[src/rtl/reg_file.sv]
// Architectural register file with per-register rename tags.
// Commits from the ROB write values in program order. Renames from the decoder
// mark a register as waiting on a ROB entry. Operand queries are combinational
// and forward a same-cycle commit that retires the pending producer.
module reg_file #(
    parameter int unsigned REG_ID_BIT    = 5,
    parameter int unsigned ROB_WIDTH_BIT = 4
) (
    input  logic                     clk_in,
    input  logic                     rst_in,
    input  logic                     rdy_in,
    input  logic                     commit_en,
    input  logic [REG_ID_BIT-1:0]    commit_reg,
    input  logic [ROB_WIDTH_BIT-1:0] commit_rob_id,
    input  logic [31:0]              commit_value,
    input  logic                     rename_en,
    input  logic [REG_ID_BIT-1:0]    rename_reg,
    input  logic [ROB_WIDTH_BIT-1:0] rename_rob_id,
    input  logic                     clear_all,
    input  logic [REG_ID_BIT-1:0]    rs1_id,
    input  logic [REG_ID_BIT-1:0]    rs2_id,
    output logic [31:0]              rs1_value,
    output logic                     rs1_busy,
    output logic [ROB_WIDTH_BIT-1:0] rs1_reorder,
    output logic [31:0]              rs2_value,
    output logic                     rs2_busy,
    output logic [ROB_WIDTH_BIT-1:0] rs2_reorder
);

    localparam int unsigned NUM_REGS = 1 << REG_ID_BIT;
    localparam int unsigned DATA_W   = 32;

    logic [DATA_W-1:0]        val_q [NUM_REGS];
    logic [DATA_W-1:0]        val_d [NUM_REGS];
    logic [ROB_WIDTH_BIT-1:0] tag_q [NUM_REGS];
    logic [ROB_WIDTH_BIT-1:0] tag_d [NUM_REGS];
    logic [NUM_REGS-1:0]      busy_q;
    logic [NUM_REGS-1:0]      busy_d;

    logic commit_hit;
    logic rename_hit;

    // A commit only retires the pending producer if the tag still names it.
    assign commit_hit = commit_en && (commit_reg != '0) && busy_q[commit_reg]
                        && (tag_q[commit_reg] == commit_rob_id);
    assign rename_hit = rename_en && (rename_reg != '0);

    // Next-state: commit writes value, then flush or rename overrides busy/tag.
    always_comb begin
        val_d  = val_q;
        tag_d  = tag_q;
        busy_d = busy_q;
        if (rdy_in) begin
            if (commit_en && (commit_reg != '0)) begin
                val_d[commit_reg] = commit_value;
                if (commit_hit) begin
                    busy_d[commit_reg] = 1'b0;
                end
            end
            if (clear_all) begin
                busy_d = '0;
            end else if (rename_hit) begin
                busy_d[rename_reg] = 1'b1;
                tag_d[rename_reg]  = rename_rob_id;
            end
        end
    end

    // State registers with synchronous reset; x0 is never written.
    always_ff @(posedge clk_in) begin
        if (rst_in) begin
            busy_q <= '0;
            for (int i = 0; i < int'(NUM_REGS); i++) begin
                val_q[i] <= '0;
                tag_q[i] <= '0;
            end
        end else begin
            busy_q <= busy_d;
            for (int i = 0; i < int'(NUM_REGS); i++) begin
                val_q[i] <= val_d[i];
                tag_q[i] <= tag_d[i];
            end
        end
    end

    // Operand 1 lookup with same-cycle commit forwarding.
    always_comb begin
        rs1_value   = '0;
        rs1_busy    = 1'b0;
        rs1_reorder = '0;
        if (rs1_id != '0) begin
            rs1_reorder = tag_q[rs1_id];
            if (commit_hit && (commit_reg == rs1_id)) begin
                rs1_value = commit_value;
                rs1_busy  = 1'b0;
            end else begin
                rs1_value = val_q[rs1_id];
                rs1_busy  = busy_q[rs1_id];
            end
        end
    end

    // Operand 2 lookup with same-cycle commit forwarding.
    always_comb begin
        rs2_value   = '0;
        rs2_busy    = 1'b0;
        rs2_reorder = '0;
        if (rs2_id != '0) begin
            rs2_reorder = tag_q[rs2_id];
            if (commit_hit && (commit_reg == rs2_id)) begin
                rs2_value = commit_value;
                rs2_busy  = 1'b0;
            end else begin
                rs2_value = val_q[rs2_id];
                rs2_busy  = busy_q[rs2_id];
            end
        end
    end

endmodule

[config.mk]
export PLATFORM = sky130hd
export DESIGN_NAME = reg_file
export DESIGN_NICKNAME = d
export VERILOG_FILES = /design/src/rtl/reg_file.sv
export SDC_FILE = /design/constraint.sdc
export NUM_CORES = 2
export LEC_CHECK = 0
export ABC_AREA = 0
export CAP_MARGIN = 30
export CORE_UTILIZATION = 25
export DETAILED_ROUTE_END_ITERATION = 12
export DONT_BUFFER_PORTS = 1
export GPL_TIMING_DRIVEN = 0
export PLACE_DENSITY_LB_ADDON = 0.3
export SYNTH_ARGS = -nofsm -noshare
export SYNTH_HDL_FRONTEND = slang
export SYNTH_SLANG_ARGS = --single-unit
[constraint.sdc]
create_clock -name clk_in -period 6.4 [get_ports clk_in]
set_input_delay 1.92 -clock clk_in [delete_from_list [all_inputs] [get_ports clk_in]]
set_output_delay 1.92 -clock clk_in [all_outputs]
set_load 0.01 [all_outputs]
==> key figures <==
Synth
  – Synth cell types: 46
  – Synth top cells by count: 2240 x nand2_1, 1184 x dfxtp_1, 1047 x a21oi_1
  – Most frequent cell after synthesis: nand2_1
  – Ys flop type: dfxtp_1
  – Post-Synth XOR/XNOR Area: less than 1%
  – Synth Warn #: 0
  – Compound-Gate Fraction of Synth Area: under 10%
  – Syn Area/Cell: roughly 9.4 um^2
  – Syn Inst Count: 6655
  – Adder-Cell Fraction of Synth Area: 0%
  – Dominant cells by area after synthesis: dfxtp_1 38%, mux4_2 27%, nand2_1 13%
  – Synth Area in Simple Gates: approximately 16%
  – Yosys top cell by area: dfxtp_1
  – EDFF count, synth: 0
  – Asr flop ratio synth: 0%
  – Yosys top cell area share: between 30% and 40%
  – Cell area after synthesis: 62440 um^2
  – #FFs+latches synth: 1184
  – Mux share of post-synthesis cell area: 31.98%
  – Largest family of logic cells by synthesized area: multiplexers
  – Part of the Yosys area used for sequential elements: roughly 38%
  – Syn Nets: slightly below 7000

Clock tree
  – H-tree levels: 4
  – Num CTS Buffers: approximately 140
  – CTS tree: yes
  – Worst-Skew Late Latency: around 840 ps
  – Clock tree buffer depth: 3
  – Root buf cell: clkbuf_16
  – Hold-fix buffers at CTS: 0
  – Sink Count: 1184
  – Clock-pin transition on the worst setup and hold timing paths: 60 ps

STA
  – Fin crit period: ~6600 ps
  – Setup WS post-layout: -227.4 ps
  – Max-slew violations: 0
  – Slew HR: 22.88%
  – Fin crit share: 103.6%
  – Slew @ Worst Pin: between 1000 and 1500 ps
  – RSZ-0062 raised after global routing: true
  – Final setup vio count: 67
  – Final hold vios: 0
  – Max Fclk: approximately 150 MHz
  – Final setup skew: 27.97 ps

Floorplanning
  – Die Y: 501.8 um
  – Starting Density: around 25%
  – Boundary Pins: 140
  – Die area: 251800 um^2
  – Row cnt: about 180
  – Placeable Area: around 250000 um^2
  – DIE WIDTH: between 500 and 600 um

Route
  – Post-DRT Antenna Nets: 0
  – First DRT Iteration DRCs: approximately 9000
  – Met3 wire length: 47240 um
  – Avg WL per Cell: 34.86 um
  – Met1 Routed Length: 129900 um
  – Vias: approximately 60000
  – Vias per cell: ~5.7
  – Top sig layer: met5
  – Drt first pass iters: 9
  – Total wire length: ~360000 um
  – DRC: 0
  – Met2 WL: between 150000 and 200000 um

Pwr
  – Seq pwr share: between 40% and 50%
  – PwrDens: approximately 230 nW/um^2
  – VDD IR-drop max: 294.6 uV
  – Clock network power share: a little under half
  – Leakage: between 0.02 and 0.025 uW
  – Switching Share: 28.31%
  – Logic pwr share: 10.8%
  – Switch Pwr: 4937 uW
  – Tot Pwr: 17440 uW
  – Pint: 12510 uW

Worst setup path
  – Data required time of the worst path: 4480 ps
  – Max incr delay on CP: between 400 and 500 ps
  – Worst setup path start: commit_reg[3]
  – Crit-path max FO: 6
  – Worst setup SP type: input pin
  – Critical path destination: rs2_value[17]
  – Kind of critical path: input pin to output pin
  – Critical Path AT: ~4700 ps
  – RR Startpoint: tag_q[18]$_SDFFE_PP0P_
  – Worst path most repeated cell: buf_12
  – Crit. End Element: output pin
  – Cell chain of the critical path: buf_12 > or3b_1 > buf_6 > buf_12 > o22ai_4 > nor4_2 > mux2i_1 > o311a_4 > nand4_1 > nor3_4 > buf_12 > buf_16 > mux2i_4
  – R2R setup slack: roughly 3400 ps
  – Reg2reg end: busy_q[8]$_SDFFE_PP0P_
  – FF-to-FF path depth: 9
  – Crit-path slowest cell: mux2i_4

Placed design
  – Post-DP HPWL: around 280000 um
  – Pre-CTS setup slack: -2472 ps
  – Routability cong.: around 1.1
  – Cells after DPL: 10103
  – I/O Buffers: 0

Status
  – Status: finished with violations
  – Failing checks: negative setup slack

Global routing
  – Initial antenna violation count: 62
  – Vias in the first global route: roughly 55000
  – Gr usage total: between 20 and 30%
  – Grt total ovfl: 0
  – Largest net degree at the start of global routing: 17
  – First-pass GRT wire length: roughly 480000 um

Cells and area
  – Filler cells: 25747
  – Share of cells above drive strength 1: about 22%
  – P&R area growth vs syn: 22.83%
  – Layout Nets: 7070
  – Cell Count, Final, Fillers Out: ~10000

Flow run
  – MaxCap Viol Count: 0

Worst hold path
  – Hold WC Path Type: register to register
## power by group through the flow
| stage | logic [uW] | clock network, uW | registers [uW] |
|---|---|---|---|
| 2_1_floorplan | 767 | 0 | 7570 |
| 3_3_place_gp | 1510 | 0 | 7580 |
| 3_5_place_dp | 1620 | 0 | 7580 |
| 4_1_cts | 1760 | 8170 | 7420 |
| 5_1_grt | 1860 | 8460 | 7420 |
| 6_report | 1880 | 8150 | 7420 |
## logic make-up after synthesis
group	after synthesis
AND/OR/NAND/NOR	2531
flip-flops	1184
AO/OA/AOI/OAI	1162
multiplexers	1058
buffers and inverters	707
XOR/XNOR	13
## registers in the layout, indices dropped and copies added, names as in the netlist
| register | flops |
|---|---|
| tag_q | 128 |
| val_q | 1024 |
| busy_q | 32 |
## timing repair
item,CTS,global route
cloned,6,5
pin swaps,16,19
gates resized for setup,590,71
setup endpoints to repair,74,68
setup buffers,41,35
## area by class of cell
type                    count  area (um^2)  area share, %
well taps                3330         4167          5.433
diodes                     23        57.56        0.07504
inverters                   3        11.26        0.01468
clock inverters            34        455.4         0.5938
repair buffers            212         3010          3.925
flip-flops and latches   1184        23700          30.91
multi-input cells        4764        37190          48.49
plain buffers             700         4038          5.265
clock buffers             212         4064          5.299
## worst max-delay path: cells and delay by family
family / cells / cell delay, ps
AOI/OAI and AO/OA: 2 / 380
muxes: 2 / 730
buffers and inverters: 5 / 800
and+or+nand+nor: 4 / 830
## worst min path at each step
stage	startpoint	endpoint	depth (start not counted)
5_1_grt	val_q[818]$_SDFFE_PP0P_	val_q[818]$_SDFFE_PP0P_	2
3_3_place_gp	val_q[413]$_SDFFE_PP0P_	val_q[413]$_SDFFE_PP0P_	2
2_1_floorplan	busy_q[0]$_SDFFE_PP0P_	busy_q[0]$_SDFFE_PP0P_	2
6_report	val_q[154]$_SDFFE_PP0P_	val_q[154]$_SDFFE_PP0P_	2
4_1_cts	val_q[820]$_SDFFE_PP0P_	val_q[820]$_SDFFE_PP0P_	2
3_5_place_dp	val_q[820]$_SDFFE_PP0P_	val_q[820]$_SDFFE_PP0P_	2
## per-stage QoR
| stage | instance area [um^2] | hold slack [ps] | setup TNS (ps) | utilization [%] |
|---|---|---|---|---|
| 3_5_place_dp | 68380 | 455.9 | -129660 | 27.52 |
| 4_1_cts | 75790 | 464.5 | -2955 | 30.51 |
| 3_3_place_gp | 66600 | 448.3 | -162890 | 26.81 |
| 5_1_grt | 76640 | 480.8 | -10550 | 30.85 |
| 6_report | 76690 | 467.5 | -8878 | 30.87 |
| 2_1_floorplan | 62440 | 429.4 | 0 | - |
## per-layer routing
| metal | up-vias | global-route usage, % |
|---|---|---|
| met5 | - | 0.4438 |
| met4 | 30 | 21.39 |
| met3 | 1147 | 10.87 |
| met2 | 4297 | 41.52 |
| met1 | 29982 | 33.21 |
| li1 | 24182 | - |
## cells in the final DEF, fill, tap and decap left out, types with 70 or more instances in the layout
cell type | Yosys | layout
buf_4 | 3 | 100
clkbuf_1 | 531 | 515
buf_8 | 0 | 93
nand2_1 | 2240 | 2218
a21oi_1 | 1047 | 1047
dfxtp_1 | 1184 | 1184
nor2_1 | 171 | 170
mux4_2 | 743 | 743
mux2i_4 | 0 | 70
clkbuf_16 | 0 | 148
mux2i_1 | 251 | 168
(Power assumes the default switching activity.)
